===== src/rtl/pc_sequencer_pkg.sv =====
// Shared state encodings and step constants for the PC sequencer.
// Imported by the sequencer top and its sub-modules.
package pc_sequencer_pkg;

  localparam logic [1:0] ST_HOLD  = 2'b00;
  localparam logic [1:0] ST_FETCH = 2'b01;
  localparam logic [1:0] ST_EXEC  = 2'b10;

  localparam int unsigned INC_ONE = 1;
  localparam int unsigned INC_TWO = 2;

endpackage


===== src/rtl/pc_sequencer_adder.sv =====
// Ripple incrementer: pc+1 or pc+2 (skip), plus pc+1 link path.
// Carry out of the top bit is dropped so addresses wrap.
module pc_adder
  import pc_sequencer_pkg::*;
#(
  parameter int WIDTH = 8
) (
  input  logic [WIDTH-1:0] a,
  input  logic             skip,
  output logic [WIDTH-1:0] sum,
  output logic [WIDTH-1:0] link
);

  function automatic logic [WIDTH-1:0] ripple(
    input logic [WIDTH-1:0] x,
    input logic [WIDTH-1:0] y
  );
    logic [WIDTH-1:0] s;
    logic             c;
    s = '0;
    c = 1'b0;
    for (int i = 0; i < WIDTH; i++) begin
      s[i] = x[i] ^ y[i] ^ c;
      c    = (x[i] & y[i]) | (c & (x[i] ^ y[i]));
    end
    return s;
  endfunction

  logic [WIDTH-1:0] step;

  assign step = skip ? WIDTH'(INC_TWO) : WIDTH'(INC_ONE);
  assign sum  = ripple(a, step);
  assign link = ripple(a, WIDTH'(INC_ONE));

endmodule


===== src/rtl/pc_sequencer_reg.sv =====
// Edge-triggered register with async active-low clear.
// Holds either the PC or the FSM state.
module pc_sequencer_reg #(
  parameter int W = 8
) (
  input  logic         clk,
  input  logic         nclr,
  input  logic         en,
  input  logic [W-1:0] d,
  output logic [W-1:0] q
);

  always_ff @(posedge clk or negedge nclr) begin
    if (!nclr) begin
      q <= '0;
    end else if (en) begin
      q <= d;
    end
  end

endmodule


===== src/rtl/pc_sequencer.sv =====
// Next-fetch-address sequencer with HOLD/FETCH/EXEC handshake.
// PC only moves on the EXEC->FETCH edge: jump, else skip, else +1.
module pc_sequencer
  import pc_sequencer_pkg::*;
#(
  parameter int WIDTH = 8
) (
  input  logic             clk,
  input  logic             nclr,
  input  logic             stall,
  input  logic             jump,
  input  logic [WIDTH-1:0] target,
  input  logic             skip,
  input  logic             fetch_ready,
  output logic             fetch_valid,
  output logic             exec,
  output logic [WIDTH-1:0] pc,
  output logic [WIDTH-1:0] link_pc
);

  logic [1:0]       state_q, state_d;
  logic [WIDTH-1:0] pc_q, pc_d, pc_step;

  pc_sequencer_reg #(.W(WIDTH)) u_pc_reg (
    .clk (clk),
    .nclr(nclr),
    .en  (1'b1),
    .d   (pc_d),
    .q   (pc_q)
  );

  pc_sequencer_reg #(.W(2)) u_st_reg (
    .clk (clk),
    .nclr(nclr),
    .en  (1'b1),
    .d   (state_d),
    .q   (state_q)
  );

  pc_adder #(.WIDTH(WIDTH)) u_add (
    .a   (pc_q),
    .skip(skip),
    .sum (pc_step),
    .link(link_pc)
  );

  always_comb begin
    state_d = state_q;
    pc_d    = pc_q;
    unique case (1'b1)
      state_q == ST_HOLD: begin
        state_d = ST_FETCH;
      end
      state_q == ST_FETCH: begin
        if (fetch_ready) state_d = ST_EXEC;
      end
      state_q == ST_EXEC: begin
        if (!stall) begin
          state_d = ST_FETCH;
          pc_d    = jump ? target : pc_step;
        end
      end
      default: begin
        state_d = ST_HOLD;
      end
    endcase
  end

  assign fetch_valid = (state_q == ST_FETCH);
  assign exec        = (state_q == ST_EXEC);
  assign pc          = pc_q;

endmodule


===== config.mk =====
export PLATFORM = sky130hd
export DESIGN_NAME = pc_sequencer
export DESIGN_NICKNAME = d
export VERILOG_FILES = /design/src/rtl/pc_sequencer_pkg.sv /design/src/rtl/pc_sequencer_adder.sv /design/src/rtl/pc_sequencer_reg.sv /design/src/rtl/pc_sequencer.sv
export SDC_FILE = /design/constraint.sdc
export NUM_CORES = 1
export LEC_CHECK = 0
export CAP_MARGIN = 40
export CORE_MARGIN = 2
export CORE_UTILIZATION = 40
export DETAILED_ROUTE_END_ITERATION = 6
export DONT_BUFFER_PORTS = 1
export PLACE_DENSITY = 0.51
export SKIP_CTS_REPAIR_TIMING = 1
export SYNTH_ARGS = -nofsm -noshare
export SYNTH_HDL_FRONTEND = slang
export SYNTH_SLANG_ARGS = --single-unit

===== constraint.sdc =====
create_clock -name clk -period 4.6 [get_ports clk]
set_clock_uncertainty 0.15 [all_clocks]
set_input_delay 0.69 -clock clk [delete_from_list [all_inputs] [get_ports clk]]
set_output_delay 0.69 -clock clk [all_outputs]
set_load 0.03 [all_outputs]

==> results.txt <==
- Routed WL: 1280 µm
* Post-synthesis instance area: 704.4 µm²
* Clock tree buffer depth: 2
- The run finished with clean final reports.
* Number of fillers in the final layout: 171
- Number of detailed-route iterations in the first pass: 2
- Hold worst-path end: u_st_reg.q[1]
- For the final routed database, the setup TNS stands at 0 ps.
- By area the synthesized netlist is led by dfrtp_1, ha_1, mux2i_1, a21oi_2, nor2_1.
* DRC viols: 0
- TritonCTS built the clock tree.
- Effective utilization at floorplan: 41.70%
* Most instantiated library cell after synthesis: ha_1
* Placeable core region: around 1700 µm²
* Number of different library cells in the post-synthesis netlist: 18
* Final worst-path cycle share: ~73%
- Initial antenna violation count: 0
- Final setup vio count: 0
* Detail Route Antenna Nets: 0
* Number of H-tree levels: 1
- The worst register-to-register path has a depth of 11.
* Wirelength per Cell: 15.06 µm
- In this run the core area contains 15 standard-cell rows.
- In this run the mean area of a mapped cell was between 10 and 15 µm².
- DR iter-0 viols: 2
- Global router's overall resource usage: 12.86%
* Crit path time final: 3342 ps
- Clock-pin slew was measured on the worst setup and hold paths at 70 ps.
- Portion of synthesized cell area occupied by the leading cell type: 35.52%
- Relative to the synthesized area, the layout overhead comes to 7.282%.
* Endpoints failing hold: 0
- Counting the buffers created by CTS gives 3.
* Top-level I/O count: 32
- The die is 45.97 µm wide.
- Worst Path Required: between 3000 and 4000 ps
- For this run, the number of Yosys warnings is 0.
- Setup slack closes at 1258 ps.
* Crit path kind: reg2out
* Achievable clock frequency: 299.2 MHz
- Hold Crit Class: reg2reg
- Cells after Synth: 65
- Worst slew margin relative to its limit: 53.06%
* Worst reg-to-reg setup slack: 2000 ps
- Share of synthesized area occupied by flip-flops and latches: 35.52%
* Transition time at the pin with the least slew margin: about 700 ps
- Post-synthesis net count: 92
- Worst setup slack after placement: between 1500 and 2000 ps
- Nets: between 90 and 100
- Along the worst hold path, the cell count comes to 1.
* Clock latency of the later-clocked register in the worst-skew pair: 260 ps
* Number of synthesized register bits: 10
* CP Capture Type: output pin
* Count of inserted antenna diode cells: 0
- The die is 45.97 µm tall.
- Source of the worst hold timing path: u_st_reg.q[1]
- RD Place Congestion: 0.6222
- The count of buffers added on input and output ports is 0.
- STA puts the critical path data arrival time at 2500 ps.
* Count of max-cap constraint violations: 0
* Worst reg2reg path startpoint: u_pc_reg.q[0]
* Unrepaired setup endpoints after global routing: false
- Kind of launch point of the worst setup path: flip-flop
- The number of global-route vias before repair was 431.
- Number of clock sinks seen by CTS: 10
- Proportion of register bits with asynchronous set or reset after synthesis: 100.0%
* Count of flip-flops with a built-in enable after synthesis: 0
- The first global-routing pass estimated 1869 µm of wire.
- Largest fanout on the critical path: 5
* Post-DR vias/cell: approximately 5.3
* Terminus of the critical flop-to-flop path: u_pc_reg.q[6]
- For this run, the leading register cell type out of synthesis is dfrtp_1.
* Total number of vias: 454
* List of most frequent post-synthesis cells: ha_1, dfrtp_1, mux2i_1, nor2_1, inv_1
- The die covers between 2000 and 2500 µm².
- Clock root buffer: clkbuf_4
- The final-report max-slew violation count is 0.
- Once layout is complete, the utilization of the core stands at 44.74%.
- Top cell type by total area after synthesis: dfrtp_1
- In the final layout, the share of cells above drive strength 1 is between 10% and 20%.
* Pin count of the biggest net entering global routing: 16
- Global routing finished with a remaining overflow of 0.
- After legalization and detailed placement, the total HPWL measured 996.7 µm.
-- kinds of logic (layout without fill, tap and decap cells) --
| group | count (synthesis) | count (layout) | share of synthesized area, % |
|---|---|---|---|
| xor gates and xnor gates | 1 | 1 | 1.244 |
| buffers and inverters | 7 | 10 | 4.973 |
| DFF | 10 | 10 | 35.52 |
| and+or+nand+nor | 16 | 16 | 12.97 |
| adders and majority gates | 13 | 13 | 24.16 |
| muxes | 8 | 8 | 11.37 |
| AOI/OAI and AO/OA | 10 | 10 | 9.768 |
-- state kept, by name (all words and copies together) (netlist names) --
register    cells
u_pc_reg.q      8
u_st_reg.q      2
-- stage by stage --
stage	cells	hold slack, ps	area (µm²)
global placement	80	244.6	709.4
CTS	84	-50.83	745.7
finish	85	378.0	755.7
detailed placement	80	244.6	709.4
global route	85	426.9	755.7
floorplan	65	244.4	704.4
-- critical path, stage by stage (launching register included) --
cell and delay [ps]:
dfrtp_1 530, ha_1 280, ha_1 180, ha_1 190
ha_1 180, ha_1 180, ha_1 190, xor2_1 500
-- routing by layer --
metal  up-vias  GRT usage, %  routed length, µm
met5         -             0                  0
met4         0         6.857                  7
met3         2         4.762                112
met2        16         18.06                614
met1       207         16.91                545
li1        229             -                  -
-- layout by cell type, fill, tap and decap left out, types with 2 or more instances in the layout --
cell	netlist	final
ha_1	12	12
a21oi_1	3	3
mux2i_1	8	8
and2b_2	2	2
nor2_1	8	8
nand2_1	3	3
inv_1	5	5
o21ai_0	2	2
clkbuf_4	0	3
a21oi_2	4	4
dfrtp_1	10	10
-- layout make-up --
| cell class | instances | area [µm²] | share of cell area [%] |
|---|---|---|---|
| multi-input cells | 48 | 419.2 | 55.46 |
| flip-flops and latches | 10 | 250.2 | 33.11 |
| clock buffers | 4 | 36.28 | 4.801 |
| well taps | 17 | 21.27 | 2.815 |
| inverters | 5 | 18.77 | 2.483 |
| repair buffers | 1 | 10.01 | 1.325 |
-- worst max-delay path by stage --
stage / start / to / cells after the start / slack (ps)
CTS: u_pc_reg.q[0] / link_pc[7] / 7 / 1220
floorplan: u_pc_reg.q[0] / link_pc[7] / 7 / 1650
detailed placement: u_pc_reg.q[0] / link_pc[7] / 7 / 1550
global route: u_pc_reg.q[0] / link_pc[7] / 7 / 1100
global placement: u_pc_reg.q[0] / link_pc[7] / 7 / 1580
finish: u_pc_reg.q[0] / link_pc[7] / 7 / 1260
Power is not shown: default switching activity piles up to over one toggle a cycle in this logic, so the estimate is an artifact.
